`src/rtl/common_types_pkg.sv`:
```
`default_nettype none
// ============================================================================
// common_types_pkg : shared AHB encodings, manager FSM states, phase record
// Rev 1.0
// ============================================================================
package common_types_pkg;

    typedef logic [31:0] word_t;

    typedef enum logic [1:0] {
        HTRANS_IDLE   = 2'b00,
        HTRANS_BUSY   = 2'b01,
        HTRANS_NONSEQ = 2'b10,
        HTRANS_SEQ    = 2'b11
    } htrans_e;

    typedef enum logic [2:0] {
        HSIZE_BYTE = 3'b000,
        HSIZE_HALF = 3'b001,
        HSIZE_WORD = 3'b010
    } hsize_e;

    typedef enum logic {
        HRESP_OKAY  = 1'b0,
        HRESP_ERROR = 1'b1
    } hresp_e;

    typedef enum logic [2:0] {
        ST_IDLE = 3'd0,
        ST_ADDR = 3'd1,
        ST_PIPE = 3'd2,
        ST_DATA = 3'd3,
        ST_ERR2 = 3'd4
    } state_e;

    typedef struct packed {
        logic       valid;
        word_t      addr;
        logic       write;
        logic [1:0] size;
        word_t      wdata;
    } phase_t;

    localparam logic [2:0] HBURST_SINGLE   = 3'b000;
    localparam logic [3:0] HPROT_DATA_PRIV = 4'b0011;

endpackage
`default_nettype wire

```
`src/rtl/ahb_phase_reg.sv`:
```
`default_nettype none
// ============================================================================
// ahb_phase_reg : one bus-phase register set (addr/write/size/wdata + valid)
// Rev 1.0
// ============================================================================
module ahb_phase_reg
    import common_types_pkg::*;
(
    input  logic   clk,
    input  logic   rst,
    input  logic   load_i,
    input  logic   clr_i,
    input  phase_t d_i,
    output phase_t q_o
);

    phase_t phase_q;

    // Clearing only drops valid so the bus keeps its last values stable.
    always_ff @(posedge clk or posedge rst) begin
        if (rst) begin
            phase_q <= '0;
        end else if (load_i) begin
            phase_q <= d_i;
        end else if (clr_i) begin
            phase_q.valid <= 1'b0;
        end
    end

    assign q_o = phase_q;

endmodule
`default_nettype wire

```
`src/rtl/ahb_manager.sv`:
```
`default_nettype none
// ============================================================================
// ahb_manager : pipelined single-transfer AHB manager with in-order responses
// Rev 1.0
// ============================================================================
module ahb_manager
    import common_types_pkg::*;
(
    input  logic        clk,
    input  logic        rst,
    input  logic        req_valid,
    output logic        req_ready,
    input  logic        req_write,
    input  word_t       req_addr,
    input  word_t       req_wdata,
    input  logic [1:0]  req_size,
    output logic        rsp_valid,
    output word_t       rsp_rdata,
    output logic        rsp_err,
    output word_t       haddr,
    output logic        hwrite,
    output logic [2:0]  hsize,
    output logic [1:0]  htrans,
    output logic [2:0]  hburst,
    output logic [3:0]  hprot,
    output logic        hmastlock,
    output word_t       hwdata,
    input  logic        hready,
    input  word_t       hrdata,
    input  logic        hresp
);

    state_e state_q, state_d;
    phase_t a_q, d_q, req_phase;
    logic   a_load, a_clr, d_load, d_clr;
    logic   rsp_fire, rsp_err_d;
    logic   cancel_q, cancel_d;
    logic   rsp_valid_q, rsp_err_q;
    word_t  rsp_rdata_q;
    logic   accept, err_wait, unused_dphase;

    assign req_phase = '{valid: 1'b1, addr: req_addr, write: req_write,
                         size: req_size, wdata: req_wdata};

    ahb_phase_reg u_aphase (
        .clk    (clk),
        .rst    (rst),
        .load_i (a_load),
        .clr_i  (a_clr),
        .d_i    (req_phase),
        .q_o    (a_q)
    );

    ahb_phase_reg u_dphase (
        .clk    (clk),
        .rst    (rst),
        .load_i (d_load),
        .clr_i  (d_clr),
        .d_i    (a_q),
        .q_o    (d_q)
    );

    assign err_wait = (hresp == HRESP_ERROR) && !hready;
    assign accept   = req_valid && req_ready;

    always_comb begin
        req_ready = 1'b0;
        case (state_q)
            ST_IDLE:                   req_ready = 1'b1;
            ST_ADDR, ST_PIPE, ST_DATA: req_ready = hready && (hresp == HRESP_OKAY);
            default:                   req_ready = 1'b0;
        endcase
        if (rst) begin
            req_ready = 1'b0;
        end
    end

    always_comb begin
        state_d   = state_q;
        a_load    = 1'b0;
        a_clr     = 1'b0;
        d_load    = 1'b0;
        d_clr     = 1'b0;
        rsp_fire  = 1'b0;
        rsp_err_d = 1'b0;
        cancel_d  = cancel_q;
        case (state_q)
            ST_IDLE: begin
                // Report the address phase cancelled by the previous error.
                if (cancel_q) begin
                    rsp_fire  = 1'b1;
                    rsp_err_d = 1'b1;
                    cancel_d  = 1'b0;
                end
                if (accept) begin
                    a_load  = 1'b1;
                    state_d = ST_ADDR;
                end
            end
            ST_ADDR: begin
                if (hready) begin
                    d_load  = 1'b1;
                    a_load  = accept;
                    a_clr   = !accept;
                    state_d = accept ? ST_PIPE : ST_DATA;
                end
            end
            ST_PIPE: begin
                if (err_wait) begin
                    a_clr    = 1'b1;
                    cancel_d = 1'b1;
                    state_d  = ST_ERR2;
                end else if (hready) begin
                    rsp_fire  = 1'b1;
                    rsp_err_d = hresp;
                    d_load    = 1'b1;
                    a_load    = accept;
                    a_clr     = !accept;
                    state_d   = accept ? ST_PIPE : ST_DATA;
                end
            end
            ST_DATA: begin
                if (err_wait) begin
                    state_d = ST_ERR2;
                end else if (hready) begin
                    rsp_fire  = 1'b1;
                    rsp_err_d = hresp;
                    d_clr     = 1'b1;
                    a_load    = accept;
                    state_d   = accept ? ST_ADDR : ST_IDLE;
                end
            end
            ST_ERR2: begin
                if (hready) begin
                    rsp_fire  = 1'b1;
                    rsp_err_d = 1'b1;
                    d_clr     = 1'b1;
                    state_d   = ST_IDLE;
                end
            end
            default: state_d = ST_IDLE;
        endcase
    end

    always_ff @(posedge clk or posedge rst) begin
        if (rst) begin
            state_q     <= ST_IDLE;
            cancel_q    <= 1'b0;
            rsp_valid_q <= 1'b0;
            rsp_err_q   <= 1'b0;
            rsp_rdata_q <= '0;
        end else begin
            state_q     <= state_d;
            cancel_q    <= cancel_d;
            rsp_valid_q <= rsp_fire;
            rsp_err_q   <= rsp_fire && rsp_err_d;
            rsp_rdata_q <= (rsp_fire && !rsp_err_d && !d_q.write) ? hrdata : '0;
        end
    end

    // The data-phase copy of address and size is never driven onto the bus.
    assign unused_dphase = ^{d_q.addr, d_q.size, d_q.valid};

    // An ERROR wait cycle withdraws any overlapping address phase at once.
    assign htrans    = (a_q.valid && !(state_q == ST_PIPE && err_wait)) ? HTRANS_NONSEQ : HTRANS_IDLE;
    assign haddr     = a_q.addr;
    assign hwrite    = a_q.write;
    assign hsize     = {1'b0, a_q.size};
    assign hwdata    = d_q.wdata;
    assign hburst    = HBURST_SINGLE;
    assign hprot     = HPROT_DATA_PRIV;
    assign hmastlock = 1'b0;
    assign rsp_valid = rsp_valid_q;
    assign rsp_err   = rsp_err_q;
    assign rsp_rdata = rsp_rdata_q;

endmodule
`default_nettype wire

```
`config.mk`:
```
export PLATFORM = sky130hd
export DESIGN_NAME = ahb_manager
export DESIGN_NICKNAME = d
export VERILOG_FILES = /design/src/rtl/common_types_pkg.sv /design/src/rtl/ahb_phase_reg.sv /design/src/rtl/ahb_manager.sv
export SDC_FILE = /design/constraint.sdc
export NUM_CORES = 1
export LEC_CHECK = 0
export ABC_AREA = 1
export BUFFER_PORTS_ARGS = -buffer_cell sky130_fd_sc_hd__buf_4
export CELL_PAD_IN_SITES_DETAIL_PLACEMENT = 2
export CELL_PAD_IN_SITES_GLOBAL_PLACEMENT = 2
export CORE_MARGIN = 1.5
export CORE_UTILIZATION = 27
export CTS_CLUSTER_DIAMETER = 40
export CTS_CLUSTER_SIZE = 24
export DETAILED_ROUTE_END_ITERATION = 8
export GPL_ROUTABILITY_DRIVEN = 0
export GPL_TIMING_DRIVEN = 1
export MAX_ROUTING_LAYER = met4
export PLACE_DENSITY_LB_ADDON = 0.3
export SLEW_MARGIN = 20
export SYNTH_ARGS = -nofsm -noshare
export SYNTH_HDL_FRONTEND = slang
export SYNTH_HIERARCHICAL = 1
export SYNTH_SLANG_ARGS = --single-unit
```
`constraint.sdc`:
```
create_clock -name clk -period 1.81 [get_ports clk]
set_input_delay 0.0905 -clock clk [delete_from_list [all_inputs] [get_ports clk]]
set_output_delay 0.0905 -clock clk [all_outputs]
set_load 0.05 [all_outputs]
```
==> flow_metrics.tcl <==
set metrics [dict create \
    cts.path.max_buffers 2 \
    required_ns 2.11 \
    track_usage_pct 20.6 \
    pwr-share-seq_pct 32.6 \
    avgSynthCellArea_sq_um 9.28 \
    setup_viol 0 \
    drtPass1Iterations 4 \
    finalCritPeriodShare_pct 93.6 \
    vias_per_cell 4.26 \
    syn_to_final_growth_pct 59.7 \
    crit_family "buffers and inverters" \
    finalNetCount 1025 \
    clock_skew_ns 0.0109 \
    clock_sinks 139 \
    fillers 2186 \
    finalHoldViolCount 0 \
    maxCapViolCount 0 \
    hpwl_mm 12.6 \
    wl_mm 21.1 \
    critPathCaptureType "flip-flop" \
    outcome "finished clean" \
    clk_pin_slew_ns 0.07 \
    fin_crit_ns 1.69 \
    fin_cells 1205 \
    root_buffer "clkbuf_16" \
    drv_slew 0 \
    fin_tns_setup_ns 0 \
    rows 52 \
    globalRouteOverflowTotal 0 \
    p_leak_nw 4.68 \
    clock.fmax_mhz 590 \
    start_kind "flip-flop" \
    die_w_microns 148 \
    slowest_delay_ns 0.39 \
    portBuffers 206 \
    grt_max_degree 69 \
    num_vias 5136 \
    path_cells "inv_2, nand2_1, nand2_1, nand2_1, inv_1, nand2_1, inv_6, buf_12, nand2_1, o21ai_0" \
    power_switching_share_pct 46.7 \
    p_sw_mw 7.13 \
    crit_cells 10 \
    dp_worst_setup_slack_ns 0.0977 \
    netlist_instances 614 \
    ios 217 \
    post-route-util_pct 44.4 \
    cts_tree "built" \
    final-seq-area_sq_mm 0.00348 \
    timing.critical_path.mode_cell "nand2_1" \
    power_density_mw_per_mm2 1680 \
    clock_latency_ns 0.42 \
    tightest_slew_ns 0.640 \
    hold_path_depth 3 \
    ys_warn_count 6 \
    antenna_found_initial 1 \
    crit_slowest_cell "dfrtp_1" \
    drc 0 \
    multiInputGateArea_sq_mm 0.00140 \
    critPathBufInv 4 \
    crit_arrival_ns 1.99 \
    slew_headroom_pct 57.1 \
    post_cts_buffers 0 \
    p_clk_share_pct 22.2 \
    ant_nets 0 \
    critPathMaxFanout 39 \
    setup_ws_ns 0.116 \
    place_inst 1071 \
    dpl_cell_area_sq_mm 0.00751 \
    synth_area_sq_mm 0.00570 \
    reg2regPathDepth 10 \
    die_area_sq_mm 0.0220 \
    final_area_sq_mm 0.00910 \
    avgRoutedWirePerCell_microns 17.5 \
    p_comb_share_pct 45.3 \
    rsz0062_at_grt "yes" \
    grt_pass1_vias 6160 \
    detail_route.iter0.violations 160 \
    layout-drive-gt1-share_pct 31.6 \
    core_area_sq_mm 0.0205 \
    grt_pass1_wl_mm 33.3 \
    intPower_mw 8.14 \
    cts_buffers 17 \
    htreeDepth 4 \
    ir_drop_mv 0.771 \
    start_util_pct 27.8 \
    hp-class "primary input to flip-flop" \
    fp.dieH_microns 148 \
    crit_type "flip-flop to flip-flop" \
]
==> power groups by stage <==
stage | Combinational [mW] | Sequential [mW] | Clock, mW
floorplan | 1.86 | 7.49 | 0
global placement | 6.40 | 4.90 | 0
detailed placement | 6.64 | 4.98 | 0
CTS | 6.86 | 4.95 | 3.46
global route | 7.38 | 5.14 | 3.60
finish | 6.91 | 4.97 | 3.38
==> metal layers <==
layer | vias to the layer above | wire length, microns | GRT usage, %
met2 | 185 | 11800 | 39.8
met5 | - | 0 | -
met3 | 29 | 1240 | 4.79
met4 | 0 | 427 | 6.88
li1 | 2408 | - | -
met1 | 2514 | 7600 | 20.0
==> repair_timing <==
action	4_1_cts	5_1_grt
hold buffers	101	0
endpoints found under the setup margin	1	50
resized for setup	1	4
hold endpoints to repair	219	0
==> final cells by class <==
class,count,share of cell area (%)
diodes,1,0.0275
clock buffers,18,4.83
clock inverters,14,1.39
inverters,148,6.17
multi-input cells,295,15.4
flip-flops and latches,139,38.2
well taps,270,3.71
repair buffers,320,30.3
==> tightest hold or removal path: stages <==
cell and delay, ns:
buf_4 0.12, nor2_4 0.05, a31oi_1 0.12
==> worst paths after layout <==
path | startpoint | endpoint | slack [ns]
max | state_q[1] | u_aphase/q_o[46] | 0.12
min | hresp | rsp_err | 0.01
max reg2reg | state_q[1] | u_aphase/q_o[46] | 0.12
min reg2reg | u_aphase/q_o[67] | u_aphase/q_o[67] | 0.48
max in group asynchronous | rst | u_dphase/q_o[28] | 1.05
min in group asynchronous | rst | u_dphase/q_o[24] | 0.26
==> flip-flops by register name, summed over array words and instances, names as in the netlist <==
register,count
cancel_q,1
u_aphase/q_o,68
rsp_err,1
state_q,3
rsp_valid,1
u_dphase/q_o,33
rsp_rdata,32
==> placed cells by master (no fill, tap or decap), drive strengths merged <==
master	n
a31oi	1
inv	155
dfrtp	139
o211ai	1
nor2	42
nand2	123
clkbuf	18
clkinv	5
dlygate4sd3	101
buf	219
nand3b	1
o22ai	1
a21oi	3
clkinvlp	2
o21ai	103
conb	11
nand3	6
diode	1
nand4	3
==> per-stage QoR <==
step / power [mW] / hold WS, ns
6_report: 15.3 / 0.0132
3_3_place_gp: 11.3 / 0.168
2_1_floorplan: 9.35 / 0.197
4_1_cts: 15.3 / 0.000254
5_1_grt: 16.1 / 0.0461
3_5_place_dp: 11.6 / 0.162
Power figures use the tool's default switching activity.
